--- src/rtl/uart_rx_pkg.sv ---
// Shared types and width helpers for the UART receive path.
package uart_rx_pkg;

  typedef enum logic [2:0] {
    ST_IDLE,
    ST_START,
    ST_DATA,
    ST_PARITY,
    ST_STOP,
    ST_BREAK
  } rx_state_t;

  function automatic int cnt_width(input int clks_per_bit);
    return (clks_per_bit > 1) ? $clog2(clks_per_bit) : 1;
  endfunction

  function automatic int level_width(input int depth);
    return $clog2(depth + 1);
  endfunction

endpackage

--- src/rtl/uart_rx_sync_fifo.sv ---
// Generic first-word-fall-through FIFO; push-to-visible latency 1 cycle.
// A push into a full FIFO is accepted only when a pop happens in the same cycle.
module uart_rx_sync_fifo #(
  parameter int WIDTH = 8,
  parameter int DEPTH = 16
) (
  input  logic                           clk,
  input  logic                           rst_n,
  input  logic                           push,
  input  logic [WIDTH-1:0]               push_data,
  input  logic                           pop,
  output logic [WIDTH-1:0]               pop_data,
  output logic                           full,
  output logic                           empty,
  output logic [$clog2(DEPTH+1)-1:0]     level
);

  localparam int AW = $clog2(DEPTH);
  localparam int LW = $clog2(DEPTH + 1);

  logic [WIDTH-1:0] mem [DEPTH];
  logic [AW-1:0]    wr_ptr;
  logic [AW-1:0]    rd_ptr;
  logic             do_push;
  logic             do_pop;

  assign empty   = (level == '0);
  assign full    = (level == LW'(DEPTH));
  assign do_pop  = pop && !empty;
  assign do_push = push && (!full || do_pop);

  always_ff @(posedge clk) begin
    if (!rst_n) begin
      wr_ptr <= '0;
      rd_ptr <= '0;
      level  <= '0;
    end else begin
      if (do_push) wr_ptr <= wr_ptr + 1'b1;
      if (do_pop)  rd_ptr <= rd_ptr + 1'b1;
      case ({do_push, do_pop})
        2'b10:   level <= level + 1'b1;
        2'b01:   level <= level - 1'b1;
        default: level <= level;
      endcase
    end
  end

  // Storage is left unreset; the empty gate below keeps the output clean.
  always_ff @(posedge clk) begin
    if (do_push) mem[wr_ptr] <= push_data;
  end

  assign pop_data = empty ? '0 : mem[rd_ptr];

endmodule

--- src/rtl/uart_rx_fifo.sv ---
// Oversampling UART receiver feeding a FWFT FIFO; char visible 1 cycle after the stop sample.
// Full FIFO drops chars and sets sticky overflow. Optional parity via UART_RX_PARITY_EN.
module uart_rx_fifo
  import uart_rx_pkg::*;
#(
  parameter int CLKS_PER_BIT = 217,
  parameter int DATA_BITS    = 8,
  parameter int FIFO_DEPTH   = 16
) (
  input  logic                                clk,
  input  logic                                rst_n,
  input  logic                                rxd,
  output logic [DATA_BITS-1:0]                m_data,
  output logic                                m_valid,
  input  logic                                m_ready,
  output logic [level_width(FIFO_DEPTH)-1:0]  level,
  output logic                                frame_err,
  output logic                                overflow,
  input  logic                                clr_overflow
`ifdef UART_RX_PARITY_EN
  ,
  input  logic                                parity_odd,
  output logic                                parity_err
`endif
);

  localparam int             CW         = cnt_width(CLKS_PER_BIT);
  localparam logic [CW-1:0]  HALF_RELOAD = CW'(CLKS_PER_BIT / 2 - 1);
  localparam logic [CW-1:0]  BIT_RELOAD  = CW'(CLKS_PER_BIT - 1);
  localparam logic [3:0]     LAST_BIT    = 4'(DATA_BITS - 1);

  logic                 rxd_m;
  logic                 rxd_s;
  logic                 rxd_p;
  rx_state_t            state;
  logic [CW-1:0]        cnt;
  logic [3:0]           bit_idx;
  logic [DATA_BITS-1:0] shreg;
  logic                 tick;
  logic                 push;
  logic                 pop;
  logic                 full;
  logic                 empty;
`ifdef UART_RX_PARITY_EN
  logic                 par_bad;
`endif

  always_ff @(posedge clk) begin
    if (!rst_n) begin
      rxd_m <= 1'b1;
      rxd_s <= 1'b1;
      rxd_p <= 1'b1;
    end else begin
      rxd_m <= rxd;
      rxd_s <= rxd_m;
      rxd_p <= rxd_s;
    end
  end

  assign tick = (cnt == '0);
  assign push = (state == ST_STOP) && tick && rxd_s;
  assign pop  = m_valid && m_ready;

  always_ff @(posedge clk) begin
    if (!rst_n) begin
      state     <= ST_IDLE;
      cnt       <= '0;
      bit_idx   <= '0;
      shreg     <= '0;
      frame_err <= 1'b0;
`ifdef UART_RX_PARITY_EN
      par_bad    <= 1'b0;
      parity_err <= 1'b0;
`endif
    end else begin
      frame_err <= 1'b0;
`ifdef UART_RX_PARITY_EN
      parity_err <= 1'b0;
`endif
      case (state)
        ST_IDLE: begin
          if (rxd_p && !rxd_s) begin
            cnt   <= HALF_RELOAD;
            state <= ST_START;
          end
        end
        ST_START: begin
          if (!tick) begin
            cnt <= cnt - 1'b1;
          end else if (rxd_s) begin
            state <= ST_IDLE;
          end else begin
            cnt     <= BIT_RELOAD;
            bit_idx <= '0;
            state   <= ST_DATA;
          end
        end
        ST_DATA: begin
          if (!tick) begin
            cnt <= cnt - 1'b1;
          end else begin
            shreg <= {rxd_s, shreg[DATA_BITS-1:1]};
            cnt   <= BIT_RELOAD;
            if (bit_idx == LAST_BIT) begin
`ifdef UART_RX_PARITY_EN
              state <= ST_PARITY;
`else
              state <= ST_STOP;
`endif
            end else begin
              bit_idx <= bit_idx + 1'b1;
            end
          end
        end
`ifdef UART_RX_PARITY_EN
        ST_PARITY: begin
          if (!tick) begin
            cnt <= cnt - 1'b1;
          end else begin
            // Data XOR parity bit must equal the selected sense (0 even, 1 odd).
            par_bad <= (^shreg) ^ rxd_s ^ parity_odd;
            cnt     <= BIT_RELOAD;
            state   <= ST_STOP;
          end
        end
`endif
        ST_STOP: begin
          if (!tick) begin
            cnt <= cnt - 1'b1;
          end else begin
`ifdef UART_RX_PARITY_EN
            parity_err <= par_bad;
`endif
            if (rxd_s) begin
              state <= ST_IDLE;
            end else begin
              frame_err <= 1'b1;
              state     <= ST_BREAK;
            end
          end
        end
        ST_BREAK: begin
          if (rxd_s) state <= ST_IDLE;
        end
        default: state <= ST_IDLE;
      endcase
    end
  end

  // Set wins over clear so a drop in the clearing cycle is never lost.
  always_ff @(posedge clk) begin
    if (!rst_n) begin
      overflow <= 1'b0;
    end else if (push && full && !pop) begin
      overflow <= 1'b1;
    end else if (clr_overflow) begin
      overflow <= 1'b0;
    end
  end

  uart_rx_sync_fifo #(
    .WIDTH (DATA_BITS),
    .DEPTH (FIFO_DEPTH)
  ) u_fifo (
    .clk       (clk),
    .rst_n     (rst_n),
    .push      (push),
    .push_data (shreg),
    .pop       (pop),
    .pop_data  (m_data),
    .full      (full),
    .empty     (empty),
    .level     (level)
  );

  assign m_valid = !empty;

endmodule
--- config.mk ---
export PLATFORM = sky130hd
export DESIGN_NAME = uart_rx_fifo
export DESIGN_NICKNAME = d
export VERILOG_FILES = /design/src/rtl/uart_rx_pkg.sv /design/src/rtl/uart_rx_sync_fifo.sv /design/src/rtl/uart_rx_fifo.sv
export SDC_FILE = /design/constraint.sdc
export NUM_CORES = 1
export LEC_CHECK = 0
export CELL_PAD_IN_SITES_DETAIL_PLACEMENT = 0
export CELL_PAD_IN_SITES_GLOBAL_PLACEMENT = 1
export CORE_ASPECT_RATIO = 1.5
export CORE_MARGIN = 4
export CORE_UTILIZATION = 24
export DETAILED_ROUTE_END_ITERATION = 16
export PLACE_DENSITY_LB_ADDON = 0.1
export SYNTH_ARGS = -nofsm -noshare
export SYNTH_HDL_FRONTEND = slang
export SYNTH_SLANG_ARGS = --single-unit
--- constraint.sdc ---
create_clock -name clk -period 11.26 [get_ports clk]
set_clock_uncertainty 0.2 [all_clocks]
set_input_delay 2.815 -clock clk [delete_from_list [all_inputs] [get_ports clk]]
set_output_delay 2.815 -clock clk [all_outputs]
set_load 0.02 [all_outputs]
==> impl_metrics.json, run 1 <==
{
  "outcome": "complete, no violations",
  "synthCells": 488,
  "grt_pass1_wl_mm": 26.88,
  "dr_total_vias": 4133,
  "nets": 525,
  "cts_max_level": 4,
  "avgSynthCellArea_sq_um": 14.99,
  "wl_met3_microns": 435,
  "regArea_sq_mm": 0.004746,
  "rsz0062_at_grt": "no",
  "hold_violations": 0,
  "clock_path_buffers": 2,
  "yosysTopAreaCellShare_pct": 52.56,
  "grt_pass1_vias": 4419,
  "max_freq_mhz": 167.5,
  "chipWidth_microns": 150.5,
  "clockRootBuffer": "clkbuf_16",
  "dp.final_hpwl_mm": 11.42,
  "path_cells": "buf_4 -> mux4_2 -> mux2i_1 -> o22ai_1 -> clkdlybuf4s50_1",
  "routed.top_layer": "met4",
  "layout_commonest_cell": "edfxtp_1",
  "drt_iter0_markers": 174,
  "worstMarginPinSlew_ns": 0.9028,
  "cellLeakagePower_nw": 2.701,
  "cts.sinks": 173,
  "io_buffers": 20,
  "fillCellCount": 3030,
  "end_kind": "primary output",
  "dr_wl_met2_mm": 9.457,
  "die_area_sq_mm": 0.03339,
  "start_util_pct": 24.25,
  "die_h_microns": 221.8,
  "hold_path_class": "register to register",
  "diodes": 0,
  "multiInputGateArea_sq_mm": 0.002412,
  "mostFrequentLayoutCells": "edfxtp_1 (128), dfxtp_1 (44), mux4_2 (32), nor2_1 (30), mux2i_1 (28)",
  "grt.overflow.total": 0,
  "cts_tree": "done",
  "dr.pass1.iters": 4,
  "grt_use_total_pct": 11.00,
  "ioPinCount": 21,
  "cp.required_ns": 8.25,
  "wl_mm": 17.32,
  "yosysWarningCount": 0,
  "grt_max_degree": 33,
  "synth_fp_nets": 504,
  "maxCapViolations": 0,
  "finalCritPeriodShare_pct": 53.01,
  "gp_congestion": 0.7411,
  "cp_slowest_cell": "mux4_2",
  "post_cts_buffers": 0,
  "postCtsResizedCells": 0,
  "peakVddDrop_v": 0.0001018,
  "final.setup.tns_ns": 0,
  "synthesis.area_sq_mm": 0.007313,
  "crit_path_max_fanout": 32,
  "synth_area_leaders": "edfxtp_1 (53%), dfxtp_1 (12%), mux4_2 (9.9%)",
  "critPathLaunchType": "register",
  "path_class": "register to primary output",
  "area_delta_synth_final_pct": 17.02,
  "slew_viol_final": 0,
  "cts.clk_slew.worst_paths_ns": 0.06,
  "synth_cell_type_count": 57,
  "yosysSeqAreaShare_pct": 64.88,
  "synth_edf_count": 128,
  "route.detailed.drc": 0,
  "async_reset_ff_share_pct": 0,
  "hold_buffers": 0,
  "core_area_sq_mm": 0.03016,
  "slowest_delay_ns": 0.62,
  "final-setup-viol-count": 0,
  "ant_nets": 0,
  "clock_latency_ns": 0.42,
  "drt-wirelength-per-cell_microns": 18.80,
  "worstPathArrival_ns": 2.95,
  "antenna_found_initial": 0,
  "fp-row-count": 78,
  "fin_crit_ns": 5.969,
  "relSlewSlack_pct": 39.59,
  "synth_seq_cells": 173,
  "m1WireLength_mm": 7.201,
  "power_mw": 1.324,
  "yosys.area.top_type": "edfxtp_1",
  "ys.flop_type": "edfxtp_1",
  "vias_per_cell": 4.488,
  "drive_above_1_share_pct": 16.31,
  "powerDensity_mw_per_mm2": 154.7,
  "cts-buffers-inserted": 17
}
[worst paths after layout]
| path | startpoint | end | slack (ns) | cells past startpoint |
|---|---|---|---|---|
| worst min register to register | rxd_m | rxd_s | 0.21 | 1 |
| worst max register to register | u_fifo.level[1] | u_fifo.level[4] | 7.57 | 10 |
| worst min-delay path | rxd_m | rxd_s | 0.21 | 1 |
| worst max-delay path | register | m_data[7] | 5.29 | 5 |
[layout make-up]
cell class | count | area share, %
Sequential cell | 173 | 55.45
Multi-Input combinational cell | 276 | 28.19
Tap cell | 400 | 5.848
Inverter | 10 | 0.4386
Clock buffer | 19 | 5.058
Timing Repair Buffer | 31 | 3.304
Clock inverter | 12 | 1.711
[worst max-delay path: cells and delay by family (launching register included)]
family,cells,cell delay (ns)
buf+inv,2,1.14
mux,2,0.91
flops,1,0.31
compound gates,1,0.18
[metrics by stage]
| step | instances | hold slack (ns) | cell area (sq um) | utilization [%] | worst slack, ns |
|---|---|---|---|---|---|
| 4_1_cts | 921 | 0.2118 | 8558 | 28.38 | 5.161 |
| 3_3_place_gp | 890 | 0.1970 | 7979 | 26.46 | 5.364 |
| 5_1_grt | 921 | 0.2539 | 8558 | 28.38 | 5.094 |
| 6_report | 921 | 0.2058 | 8558 | 28.38 | 5.291 |
| 2_1_floorplan | 488 | 0.1863 | 7313 | - | 5.928 |
| 3_5_place_dp | 890 | 0.1965 | 7979 | 26.46 | 5.274 |
[logic make-up after synthesis]
logic type      synth area share [%]
flops                          64.88
simple gates                   9.769
compound gates                 6.638
mux                            13.84
buf+inv                        2.139
fa+ha+maj                      2.019
xor+xnor                      0.7186
[report_power, final]
part / internal [mW] / leakage [nW] / switching (mW) / total (mW)
Combinational: 0.0208 / 0.868 / 0.0345 / 0.0552
Clock: 0.346 / 0.284 / 0.239 / 0.585
Sequential: 0.679 / 1.55 / 0.00499 / 0.684
Total: 1.05 / 2.70 / 0.278 / 1.32
[registers in the layout, summed over array words and instances, names as in the netlist, named ones only]
name	count
rxd_p	1
bit_idx	4
state	3
shreg	8
u_fifo.level	5
cnt	8
u_fifo.mem	128
u_fifo.rd_ptr	4
frame_err	1
overflow	1
rxd_m	1
rxd_s	1
u_fifo.wr_ptr	4
[Yosys cell counts, types with 3 or more instances]
master / n
or4_1: 3
o21ai_0: 9
o21a_1: 3
clkbuf_1: 17
nand2b_1: 14
a21oi_1: 14
o22ai_1: 10
nand4_1: 3
edfxtp_1: 128
nand3_1: 13
nor2_1: 30
a31oi_1: 5
ha_1: 11
inv_1: 10
nor3_1: 13
mux2i_1: 28
nor3b_1: 4
or3b_2: 3
nor4_1: 3
xor2_1: 5
nand2_1: 22
nand3b_1: 3
buf_2: 8
a2111oi_0: 3
a211oi_1: 4
mux4_2: 32
buf_1: 4
dfxtp_1: 45
[metal layers]
metal	up-vias	GRT usage [%]
met3	11	2.474
li1	1955	-
met4	0	3.634
met1	2113	13.13
met5	-	0
met2	54	19.35
Power figures use the tool's default switching activity.
==> run 2, diff against run 1 <==
==> constraint.sdc (replaced) <==
create_clock -name clk -period 5.09 [get_ports clk]
set_clock_uncertainty 0.2 [all_clocks]
set_input_delay 1.2725 -clock clk [delete_from_list [all_inputs] [get_ports clk]]
set_output_delay 1.2725 -clock clk [all_outputs]
set_load 0.02 [all_outputs]
==> run 2 against run 1 <==
Sequential power grew 120%. Final area increased by 1.0%. Critical endpoint is now m_data[5]. Highest routed layer unchanged. Critical path type unchanged. Cell count is 0.22% higher.
==> impl_metrics.json, run 2 (same netlist as run 1, synthesis figures left out) <==
{
  "sw_frac_of_total_pct": 21.07,
  "die_h_microns": 221.8,
  "io_buffers": 20,
  "powerDensity_mw_per_mm2": 355.3,
  "worstMarginPinSlew_ns": 0.9153,
  "regArea_sq_mm": 0.004746,
  "cts_max_level": 4,
  "largest_register_ffs": 128,
  "reg_top3": "u_fifo.mem: 128 flops, cnt: 8 flops, shreg: 8 flops",
  "grt_pass1_vias": 4377,
  "place_ws_ns": 0.7116,
  "r2r_cells": 10,
  "dr.pass1.iters": 4,
  "end_kind": "primary output",
  "cts-buffers-inserted": 17,
  "worstPathArrival_ns": 2.80,
  "hold_violations": 0,
  "max_freq_mhz": 233.9,
  "clockRootBuffer": "clkbuf_16",
  "grt.overflow.total": 0,
  "worstReg2RegStart": "u_fifo.level[1]",
  "ant_nets": 0,
  "chipWidth_microns": 150.5,
  "pwr-share-seq_pct": 49.2,
  "antenna_found_initial": 0,
  "postCtsResizedCells": 0,
  "cts.clk_slew.worst_paths_ns": 0.07,
  "path_class": "register to primary output",
  "cts_tree": "done",
  "start_util_pct": 24.25,
  "cellLeakagePower_nw": 2.730,
  "regMostFlops": "u_fifo.mem",
  "dr_total_vias": 4069,
  "grt_max_degree": 33,
  "post_dp_cell_area_sq_mm": 0.007999,
  "drt_iter0_markers": 207,
  "layout_commonest_cell": "edfxtp_1",
  "area_delta_synth_final_pct": 18.20,
  "clkPwrFrac_pct": 46.7,
  "hold_buffers": 0,
  "vias_per_cell": 4.408,
  "finalCritPeriodShare_pct": 84.00,
  "cp.required_ns": 3.62,
  "diodes": 0,
  "clock_path_buffers": 2,
  "route.detailed.drc": 0,
  "power_mw": 3.071,
  "critPathLaunchType": "register",
  "outcome": "complete, no violations",
  "p_sw_mw": 0.6470,
  "drive_above_1_share_pct": 17.21,
  "grt_pass1_wl_mm": 27.05,
  "reg2reg_to": "u_fifo.level[4]",
  "mostFrequentLayoutCells": "edfxtp_1 (128), dfxtp_1 (44), mux4_2 (32), nor2_1 (30), mux2i_1 (28)",
  "fp-row-count": 78,
  "rsz0062_at_grt": "no",
  "hold_path_class": "register to register",
  "grt_use_total_pct": 11.03,
  "hold_depth": 1,
  "gp_congestion": 0.7397,
  "combPwrFrac_pct": 4.0,
  "drt-wirelength-per-cell_microns": 18.77,
  "power.internal_mw": 2.424,
  "die_area_sq_mm": 0.03339,
  "cts.sinks": 173,
  "post_cts_buffers": 0,
  "crit_end": "m_data[5]",
  "final.setup.tns_ns": 0,
  "slew_viol_final": 0,
  "fillCellCount": 3031,
  "stdcell_area_sq_mm": 0.008645,
  "maxCapViolations": 0,
  "clock_latency_ns": 0.43,
  "ioPinCount": 21,
  "dp.final_hpwl_mm": 11.53,
  "startpoint": "u_fifo.level[1]",
  "multiInputGateArea_sq_mm": 0.002412,
  "relSlewSlack_pct": 38.75,
  "fin_crit_ns": 4.276,
  "peakVddDrop_v": 0.0002103,
  "core_area_sq_mm": 0.03016,
  "nets": 526,
  "r2r_setup_slack_ns": 1.44,
  "final-setup-viol-count": 0,
  "fin_util_pct": 28.67,
  "wl_mm": 17.33,
  "fin_ws_ns": 0.8143,
  "crit_path_max_fanout": 9
}
## run 2: changes by cell type in the layout (fill, tap and decap cells not counted), moves of 2 or more
cell	change
bufinv_16	+2
clkinv_1	-3
clkinv_4	-2
clkinvlp_4	+3
inv_6	+2
## run 2: cell type report
type	count	share of cell area (%)
Clock buffer	19	5.008
Clock inverter	13	2.461
Inverter	10	0.4342
Multi-Input combinational cell	276	27.91
Sequential cell	173	54.90
Tap cell	400	5.790
Timing Repair Buffer	32	3.503
## run 2: metrics by stage
step / std cells / hold slack, ns
floorplan: 488 / 0.1863
global placement: 891 / 0.1974
detailed placement: 891 / 0.2011
CTS: 923 / 0.2180
global route: 923 / 0.2358
finish: 923 / 0.2107
## run 2: worst min-delay path by stage
stage | from | to | slack (ns)
floorplan | rxd_m | rxd_s | 0.19
global placement | rxd_m | rxd_s | 0.20
detailed placement | rxd_m | rxd_s | 0.20
CTS | rxd_m | rxd_s | 0.22
global route | rxd_m | rxd_s | 0.24
finish | rxd_m | rxd_s | 0.21
## run 2: power by group through the flow
stage	sequential (mW)	clock (mW)	combinational, mW
floorplan	1.54	0	0.0871
global placement	1.54	0	0.124
detailed placement	1.54	0	0.124
CTS	1.51	1.48	0.125
global route	1.51	1.54	0.136
finish	1.51	1.43	0.124
## run 2: per-layer routing
| layer | track usage (%) | part of all wire (%) | routed length, microns | vias to the layer above |
|---|---|---|---|---|
| met5 | 0 | 0 | 0 | - |
| met4 | 3.722 | 1.1 | 199 | 0 |
| met3 | 2.229 | 2.2 | 376 | 11 |
| met2 | 19.52 | 54 | 9367 | 45 |
| met1 | 13.18 | 43 | 7385 | 2063 |
| li1 | - | - | - | 1950 |
## run 2: critical path, stage by stage, from the launching register on
cell and delay [ns]:
dfxtp_1 0.40, or4_1 0.61, or2_2 0.39, nand2b_1 0.25, o22ai_1 0.15, clkdlybuf4s50_1 0.57
==> run 3, diff against run 2 <==
==> constraint.sdc (replaced) <==
create_clock -name clk -period 4.2 [get_ports clk]
set_clock_uncertainty 0.2 [all_clocks]
set_input_delay 1.05 -clock clk [delete_from_list [all_inputs] [get_ports clk]]
set_output_delay 1.05 -clock clk [all_outputs]
set_load 0.02 [all_outputs]
==> run 3 against run 2 <==
Combinational power rose by 19%. Global-route usage fell by 0.18 points. Largest cell class unchanged. Setup slack got worse by 0.64 ns. Clock power barely moved. Non-clock buffer count rose by 14. Sequential power rose by 21%. Total power rose by 12%. Via count rose by 2.3%. Hold slack barely moved. Sequential share of layout area fell by 0.095 points. Final area rose by 0.17%. First-iteration DRC count fell by 15%.
==> impl_metrics.json, run 3 (same netlist as run 1, synthesis figures left out) <==
{
  "grt_max_degree": 33,
  "drt-wirelength-per-cell_microns": 18.46,
  "peakVddDrop_v": 0.0002780,
  "max_freq_mhz": 248.5,
  "nets": 540,
  "finalCritPeriodShare_pct": 95.82,
  "grt_pass1_wl_mm": 26.51,
  "route.detailed.drc": 0,
  "hold_depth": 1,
  "numPlacedInstances": 905,
  "final.setup.tns_ns": 0,
  "end_kind": "primary output",
  "dr_total_vias": 4162,
  "path_class": "register to primary output",
  "postCtsResizedCells": 0,
  "clock_latency_ns": 0.43,
  "fin_crit_ns": 4.025,
  "ant_nets": 0,
  "relSlewSlack_pct": 43.75,
  "vias_per_cell": 4.442,
  "dr.pass1.iters": 4,
  "cp.required_ns": 2.95,
  "critPathLaunchType": "register",
  "reg_top3": "u_fifo.mem: 128 flops, cnt: 8 flops, shreg: 8 flops",
  "core_area_sq_mm": 0.03016,
  "grt_pass1_vias": 4262,
  "clockRootBuffer": "clkbuf_16",
  "drive_above_1_share_pct": 19.37,
  "pwr-share-seq_pct": 53.3,
  "hold_violations": 0,
  "gp_congestion": 0.7345,
  "wl_mm": 17.30,
  "hold_path_class": "register to register",
  "holdCritStartpoint": "rxd_m",
  "cts-buffers-inserted": 17,
  "r2r_cells": 10,
  "antenna_found_initial": 0,
  "die_area_sq_mm": 0.03339,
  "post_cts_buffers": 0,
  "final-instance-count-excl-fill": 937,
  "regMostFlops": "u_fifo.mem",
  "cts.clk_slew.worst_paths_ns": 0.07,
  "mostFrequentLayoutCells": "edfxtp_1 (128), dfxtp_1 (44), mux4_2 (32), nor2_1 (30), mux2i_1 (28)",
  "layout_commonest_cell": "edfxtp_1",
  "hold_buffers": 0,
  "holdPathEnd": "rxd_s",
  "cts_tree": "done",
  "power_mw": 3.439,
  "maxCapViolations": 0,
  "worstPathArrival_ns": 2.77,
  "combPwrFrac_pct": 4.3,
  "drt_iter0_markers": 176,
  "grt_use_total_pct": 10.85,
  "crit_path_max_fanout": 9,
  "area_delta_synth_final_pct": 18.41,
  "fp-row-count": 78,
  "io_buffers": 20,
  "start_util_pct": 24.25,
  "worstReg2RegStart": "u_fifo.level[1]",
  "die_h_microns": 221.8,
  "cts.sinks": 173,
  "grt.overflow.total": 0,
  "final-setup-viol-count": 0,
  "clock_path_buffers": 2,
  "p_sw_mw": 0.7986,
  "cts_max_level": 4,
  "fin_util_pct": 28.72,
  "rsz0062_at_grt": "no",
  "ioPinCount": 21,
  "outcome": "complete, no violations",
  "power.internal_mw": 2.641,
  "diodes": 0,
  "worstMarginPinSlew_ns": 0.8419,
  "clkPwrFrac_pct": 42.4,
  "r2r_setup_slack_ns": 0.70,
  "slew_viol_final": 0,
  "sw_frac_of_total_pct": 23.22,
  "chipWidth_microns": 150.5,
  "cellLeakagePower_nw": 2.764,
  "largest_register_ffs": 128,
  "reg2reg_to": "u_fifo.level[4]",
  "powerDensity_mw_per_mm2": 397.2,
  "dp.final_hpwl_mm": 11.46
}
==> run 3: how the worst max path moves through the flow <==
stage | start | end | slack (ns) | cells after the start
global placement | m_ready | u_fifo.level[4] | 0.37 | 10
floorplan | u_fifo.level[1] | u_fifo.level[4] | 0.57 | 13
finish | u_fifo.level[1] | m_data[3] | 0.18 | 5
detailed placement | m_ready | u_fifo.level[4] | 0.35 | 10
CTS | u_fifo.level[1] | m_data[7] | 0.09 | 5
global route | u_fifo.level[1] | m_data[5] | 0.02 | 5
==> run 3: worst max-delay path, cell delays in order (launching register included) <==
cell and delay (ns):
dfxtp_1 0.40, or4_1 0.61, or2_2 0.39, nand2_1 0.25, o22ai_1 0.13, clkdlybuf4s50_1 0.56
==> run 3: final cells by class <==
type | count | area (sq um)
clock inverters | 15 | 115.1
clock buffers | 17 | 425.4
inverters | 10 | 37.54
fillers | 3056 | 21500
well taps | 400 | 500.5
flip-flops and latches | 173 | 4746
repair buffers | 46 | 420.4
multi-input cells | 276 | 2415
==> run 3: per-layer routing <==
metal	part of all wire, %	vias to the layer above	GRT usage (%)
met1	42	2106	13.03
met2	53	58	19.06
met3	3.1	15	2.515
li1	-	1983	-
met4	1.4	0	3.368
met5	0	-	0
==> run 3: per-stage QoR <==
stage          hold slack [ns]  worst slack, ns  cell area (sq um)
2_1_floorplan           0.1863           0.5678               7313
3_3_place_gp            0.1961           0.3659               8117
3_5_place_dp            0.1968           0.3467               8117
4_1_cts                 0.2149          0.09470               8657
5_1_grt                 0.2420          0.01637               8660
6_report                0.2105           0.1754               8660
==> run 3: power groups by stage <==
stage,clock network (mW),registers [mW],logic [mW]
floorplan,0,1.86,0.106
global placement,0,1.87,0.150
detailed placement,0,1.87,0.149
global route,1.59,1.83,0.165
CTS,1.52,1.83,0.150
finish,1.46,1.83,0.147
